## src/rtl/rs485_uart_rx.sv

```systemverilog
// ---------------------------------------------------------------------------
// rs485_uart_rx
//   8N1 UART receiver for the RS485 transceiver RO pin. The line is
//   synchronised, oversampled with a baud counter and each bit is sampled at
//   mid-period. The last correctly framed byte is held on rx_out_data for the
//   display path downstream; rx_done / rx_err are single-cycle strobes.
//
// Parameters
//   CLK_FREQ     system clock frequency in Hz
//   UART_BPS     baud rate in bit/s
//
// Ports
//   sys_clk      in   1  system clock, rising edge
//   sys_rst_n    in   1  synchronous active-low reset
//   rs485_rx     in   1  asynchronous serial input, idle high
//   rx_out_data  out  8  last good byte (LSB received first)
//   rx_done      out  1  strobe: rx_out_data updated this cycle
//   rx_err       out  1  strobe: stop bit sampled low (framing error)
//   rx_busy      out  1  high while a frame is being received
// ---------------------------------------------------------------------------
module rs485_uart_rx #(
    parameter int CLK_FREQ = 50_000_000,
    parameter int UART_BPS = 115200
) (
    input  logic       sys_clk,
    input  logic       sys_rst_n,
    input  logic       rs485_rx,
    output logic [7:0] rx_out_data,
    output logic       rx_done,
    output logic       rx_err,
    output logic       rx_busy
);

    localparam int BPS_CNT = CLK_FREQ / UART_BPS;
    localparam int HALF    = BPS_CNT / 2;
    localparam int CW      = $clog2(BPS_CNT);

    localparam logic [CW-1:0] CNT_LAST = CW'(BPS_CNT - 1);
    localparam logic [CW-1:0] CNT_HALF = CW'(HALF);

    localparam logic [1:0] IDLE  = 2'd0;
    localparam logic [1:0] START = 2'd1;
    localparam logic [1:0] DATA  = 2'd2;
    localparam logic [1:0] STOP  = 2'd3;

    // Too few clocks per bit leaves no room for mid-bit sampling.
    generate
        if (BPS_CNT < 16) begin : g_bps_check
            $error("rs485_uart_rx: CLK_FREQ/UART_BPS must be at least 16");
        end
    endgenerate

    logic          rx_s0;
    logic          rx_s1;
    logic          rx_s2;
    logic          fall;
    logic [1:0]    state;
    logic [CW-1:0] baud_cnt;
    logic [2:0]    bit_idx;
    logic [7:0]    shift;
    logic          at_half;
    logic          at_last;

    // Synchroniser plus one delay stage for edge detection. Reset to the idle
    // level so that releasing reset never looks like a start edge on an idle line.
    always_ff @(posedge sys_clk) begin
        if (!sys_rst_n) begin
            rx_s0 <= 1'b1;
            rx_s1 <= 1'b1;
            rx_s2 <= 1'b1;
        end else begin
            rx_s0 <= rs485_rx;
            rx_s1 <= rx_s0;
            rx_s2 <= rx_s1;
        end
    end

    assign fall    = rx_s2 & ~rx_s1;
    assign at_half = (baud_cnt == CNT_HALF);
    assign at_last = (baud_cnt == CNT_LAST);
    assign rx_busy = (state != IDLE);

    always_ff @(posedge sys_clk) begin
        if (!sys_rst_n) begin
            state       <= IDLE;
            baud_cnt    <= '0;
            bit_idx     <= 3'd0;
            shift       <= 8'h00;
            rx_out_data <= 8'h00;
            rx_done     <= 1'b0;
            rx_err      <= 1'b0;
        end else begin
            rx_done <= 1'b0;
            rx_err  <= 1'b0;
            case (state)
                IDLE: begin
                    baud_cnt <= '0;
                    if (fall) begin
                        state <= START;
                    end
                end
                START: begin
                    // A start bit that is high again by mid-bit was only a glitch.
                    if (at_half && rx_s1) begin
                        state    <= IDLE;
                        baud_cnt <= '0;
                    end else if (at_last) begin
                        state    <= DATA;
                        baud_cnt <= '0;
                        bit_idx  <= 3'd0;
                    end else begin
                        baud_cnt <= baud_cnt + 1'b1;
                    end
                end
                DATA: begin
                    if (at_half) begin
                        shift[bit_idx] <= rx_s1;
                    end
                    if (at_last) begin
                        baud_cnt <= '0;
                        if (bit_idx == 3'd7) begin
                            state <= STOP;
                        end else begin
                            bit_idx <= bit_idx + 3'd1;
                        end
                    end else begin
                        baud_cnt <= baud_cnt + 1'b1;
                    end
                end
                STOP: begin
                    // Leave at mid stop bit so a start edge in the second half of
                    // the stop bit is still seen.
                    if (at_half) begin
                        state    <= IDLE;
                        baud_cnt <= '0;
                        if (rx_s1) begin
                            rx_out_data <= shift;
                            rx_done     <= 1'b1;
                        end else begin
                            rx_err <= 1'b1;
                        end
                    end else begin
                        baud_cnt <= baud_cnt + 1'b1;
                    end
                end
                default: begin
                    state    <= IDLE;
                    baud_cnt <= '0;
                end
            endcase
        end
    end

endmodule

```

## config.mk

```make
export PLATFORM = sky130hd
export DESIGN_NAME = rs485_uart_rx
export DESIGN_NICKNAME = d
export VERILOG_FILES = /design/src/rtl/rs485_uart_rx.sv
export SDC_FILE = /design/constraint.sdc
export NUM_CORES = 1
export LEC_CHECK = 0
export ABC_AREA = 0
export BUFFER_PORTS_ARGS = -buffer_cell sky130_fd_sc_hd__buf_2
export CORE_UTILIZATION = 40
export CTS_CLUSTER_SIZE = 20
export DETAILED_ROUTE_END_ITERATION = 12
export PLACE_DENSITY = 0.61
export SLEW_MARGIN = 10
export SYNTH_ARGS = -nofsm -noshare
export SYNTH_HDL_FRONTEND = slang
export SYNTH_SLANG_ARGS = --single-unit
```

## constraint.sdc

```tcl
create_clock -name sys_clk -period 2.3 [get_ports sys_clk]
set_input_delay 0.345 -clock sys_clk [delete_from_list [all_inputs] [get_ports sys_clk]]
set_output_delay 0.345 -clock sys_clk [all_outputs]
set_load 0.05 [all_outputs]
```

==> impl_metrics.yaml <==
cts:
  cts_root_buf: "clkbuf_8"
  clock_sinks: 35
  clkTransAtPathRegs_ps: 70
  clk_latency_ps: 290
  htree_num_levels: 2
  clockBufferDepth: 2
  cts-buffers-inserted: 5
  postCtsHoldBufs: 0
  post_cts.repair.setup_buffers: 0
  cts_resized: 0
  cts_tree: "yes"
placement:
  dpl_worst_slack_ps: 194
  dp_hpwl_mm: 2.03
  gp_routability_congestion: 0.875
  port-buffer-count: 13
worst_setup_path:
  crit_required_ps: 2510
  cp_top_family: "simple AND/OR/NAND/NOR gates"
  reg2reg_depth: 4
  r2r-start: "baud_cnt[3]$_SDFF_PN0_"
  crit_start: "baud_cnt[3]$_SDFF_PN0_"
  cp-start-kind: "register"
  r2r_slack_ps: 210
  regToRegEndpoint: "shift[1]$_SDFFE_PN0P_"
  critPathBufInv: 0
  slowest_delay_ps: 680
  critical_path_class: "register to register"
  critPathSlowestCell: "or4_1"
  crit_path_end_kind: "register"
  cp_max_fo: 10
  crit_chain: "nand4b_2 > or4_1 > nor4_1 > mux2i_1"
  arrival_ps: 2300
  crit_end: "shift[1]$_SDFFE_PN0P_"
  path_depth: 4
cells_and_area:
  syn_to_final_growth_pct: 13.7
  layout-drive-gt1-share_pct: 16.7
  diodes: 0
  nNetsFinal: 187
  num-fill-cells: 376
sta:
  rsz0062_at_grt: "false"
  period_share_pct: 90.7
  timing.final.ws_setup_ps: 214
  fin_tns_setup_ps: 0
  finClkSkew_ps: 9.65
  period_needed_ps: 2090
  timing.final.max_slew_violations: 0
  worst_slew_pin_slew_ps: 400
  setup_viol: 0
  slew_headroom_pct: 73.1
  finalHoldViolations: 0
  hold_slack_ps: 244
  fmax_mhz: 479
die:
  rows: 22
  dieHeight_um: 64.3
  io_pins: 14
  start_util_pct: 42.1
  fp.dieW_um: 64.3
  coreArea_um2: 3690
  die-area_um2: 4130
synth:
  yosys_warnings: 0
  synth_top_family_by_area: "simple AND/OR/NAND/NOR gates"
  synth_fp_nets: 170
  syn_inst: 163
  synth_cell_type_count: 33
  synth_xor_area_share_pct: 3.95
  synth_compound_area_share_pct: 3.95
  synth-main-ff-cell: "dfxtp_1"
  synth_mux_area_share_pct: 12.3
  synth_area_um2: 1550
  synth_adder_area_share_pct: 3.23
  ys_async_sr_fraction_pct: 0
  synth-edff-count: 0
  yosys.area_share.simple_pct: 28.3
  ys_ff_latch: 35
  ys_seq_area_share_pct: 45.2
  avgSynthCellArea_um2: 9.52
detailed_routing:
  ant_nets: 0
  route.detailed.drc: 0
  via_per_inst: 5.17
  vias: 1179
  routed_wl_mm: 2.79
  wl_per_cell_um: 12.2
  drtPass1Iterations: 4
  drtIter0Drc: 55
global_route:
  grt_pass1_vias: 1100
  track_usage_pct: 15.9
  grt_start_max_net_pins: 21
  grt-ovfl-total: 0
  grt_pass1_wl_mm: 4.95
  antenna_found_initial: 0
run_status:
  outcome: "completed"
hold_path:
  hold_path_depth: 2
  min_from: "rs485_rx"
  hold_path.class: "primary input to register"
power_and_ir_drop:
  pwr_density_cell_nw_per_um2: 661
  leakage_uw: 0.000629
  finalPower_uw: 1170
  ir_drop_mv: 0.463
flow_run:
  max_cap_viol_count: 0
## worst register-to-register path: stages, from the launching register on
cell,delay [ps]
dfxtp_1,520
nand4b_2,160
or4_1,680
nor4_1,430
mux2i_1,230
## worst min path at each step
| stage | endpoint | slack (ps) |
|---|---|---|
| finish | rx_s0$_SDFF_PN1_ | 240 |
| global placement | rx_s1$_SDFF_PN1_ | 400 |
| global route | rx_s0$_SDFF_PN1_ | 250 |
| detailed placement | rx_s1$_SDFF_PN1_ | 400 |
| CTS | rx_s0$_SDFF_PN1_ | 230 |
| floorplan | rx_s1$_SDFF_PN1_ | 390 |
## cells in the mapped netlist (2+ instances only)
library cell / number / area, um^2
buf_6: 2 / 22.5
nor4b_2: 2 / 30.0
nor4_1: 6 / 37.5
xnor2_1: 5 / 43.8
or4_1: 2 / 15.0
nand3b_1: 2 / 15.0
o31ai_1: 2 / 15.0
clkbuf_1: 4 / 15.0
nand2b_1: 6 / 37.5
nor3_1: 13 / 65.1
xor2_1: 2 / 17.5
dfxtp_1: 35 / 701
nand2_1: 28 / 105
inv_1: 2 / 7.51
a21oi_1: 3 / 15.0
nor2_1: 4 / 15.0
ha_1: 4 / 50.1
nand3_1: 6 / 30.0
mux2i_1: 19 / 190
or2_2: 3 / 18.8
## state kept, by name, summed over array words and instances, names as in the netlist, named ones only
register / cells
state: 1
rx_out_data: 8
shift: 8
rx_s2: 1
rx_s1: 1
rx_done: 1
rx_s0: 1
baud_cnt: 9
rx_err: 1
bit_idx: 3
## where the power goes
group	total [uW]	internal, uW	switching [uW]
registers	614	610	4.45
clock network	522	317	205
logic	29.5	9.33	20.2
total	1170	936	230
## cell usage in the layout (no fill, tap or decap), drive strengths merged, types with 2 or more instances in the layout
cell,netlist,layout
or2,3,3
nand2,28,28
nor4b,2,2
o31ai,2,2
nand2b,6,6
dfxtp,35,35
clkbuf,4,6
mux2i,19,19
buf,2,16
inv,3,3
nor4,6,6
nor3,13,13
xnor2,5,5
nand4b,2,2
nand3,6,6
a21oi,3,3
ha,4,4
nor2,5,5
nand3b,2,2
xor2,2,2
or4,2,2
## area by class of cell
cell class	instances	area (um^2)	area share, %
repair buffers	16	87.6	4.96
flip-flops and latches	35	701	39.7
inverters	3	11.3	0.638
well taps	48	60.1	3.40
multi-input cells	119	802	45.5
clock buffers	6	72.6	4.11
clock inverters	1	30.0	1.70
## layer usage
layer  wire length [um]  share of wire, %  vias up  track usage [%]
met2               1220                44       25             24.1
met3                155               5.6        5             6.07
met4                 57               2.0        0             7.78
met1               1360                49      550             19.5
met5                  0                 0        -                0
li1                   -                 -      599                -
## metrics by stage
step | area (um^2) | util [%] | instances
finish | 1760 | 47.8 | 228
global route | 1760 | 47.8 | 228
CTS | 1760 | 47.8 | 228
detailed placement | 1660 | 45.0 | 221
global placement | 1660 | 45.0 | 221
floorplan | 1550 | - | 163
## kinds of logic after synthesis
group / Yosys count
buffers and inverters: 9
adders and majority gates: 4
AOI/OAI and AO/OA: 9
and+or+nand+nor: 80
DFF: 35
xor gates and xnor gates: 7
muxes: 19
No activity file was read; power rests on OpenSTA's default activity.
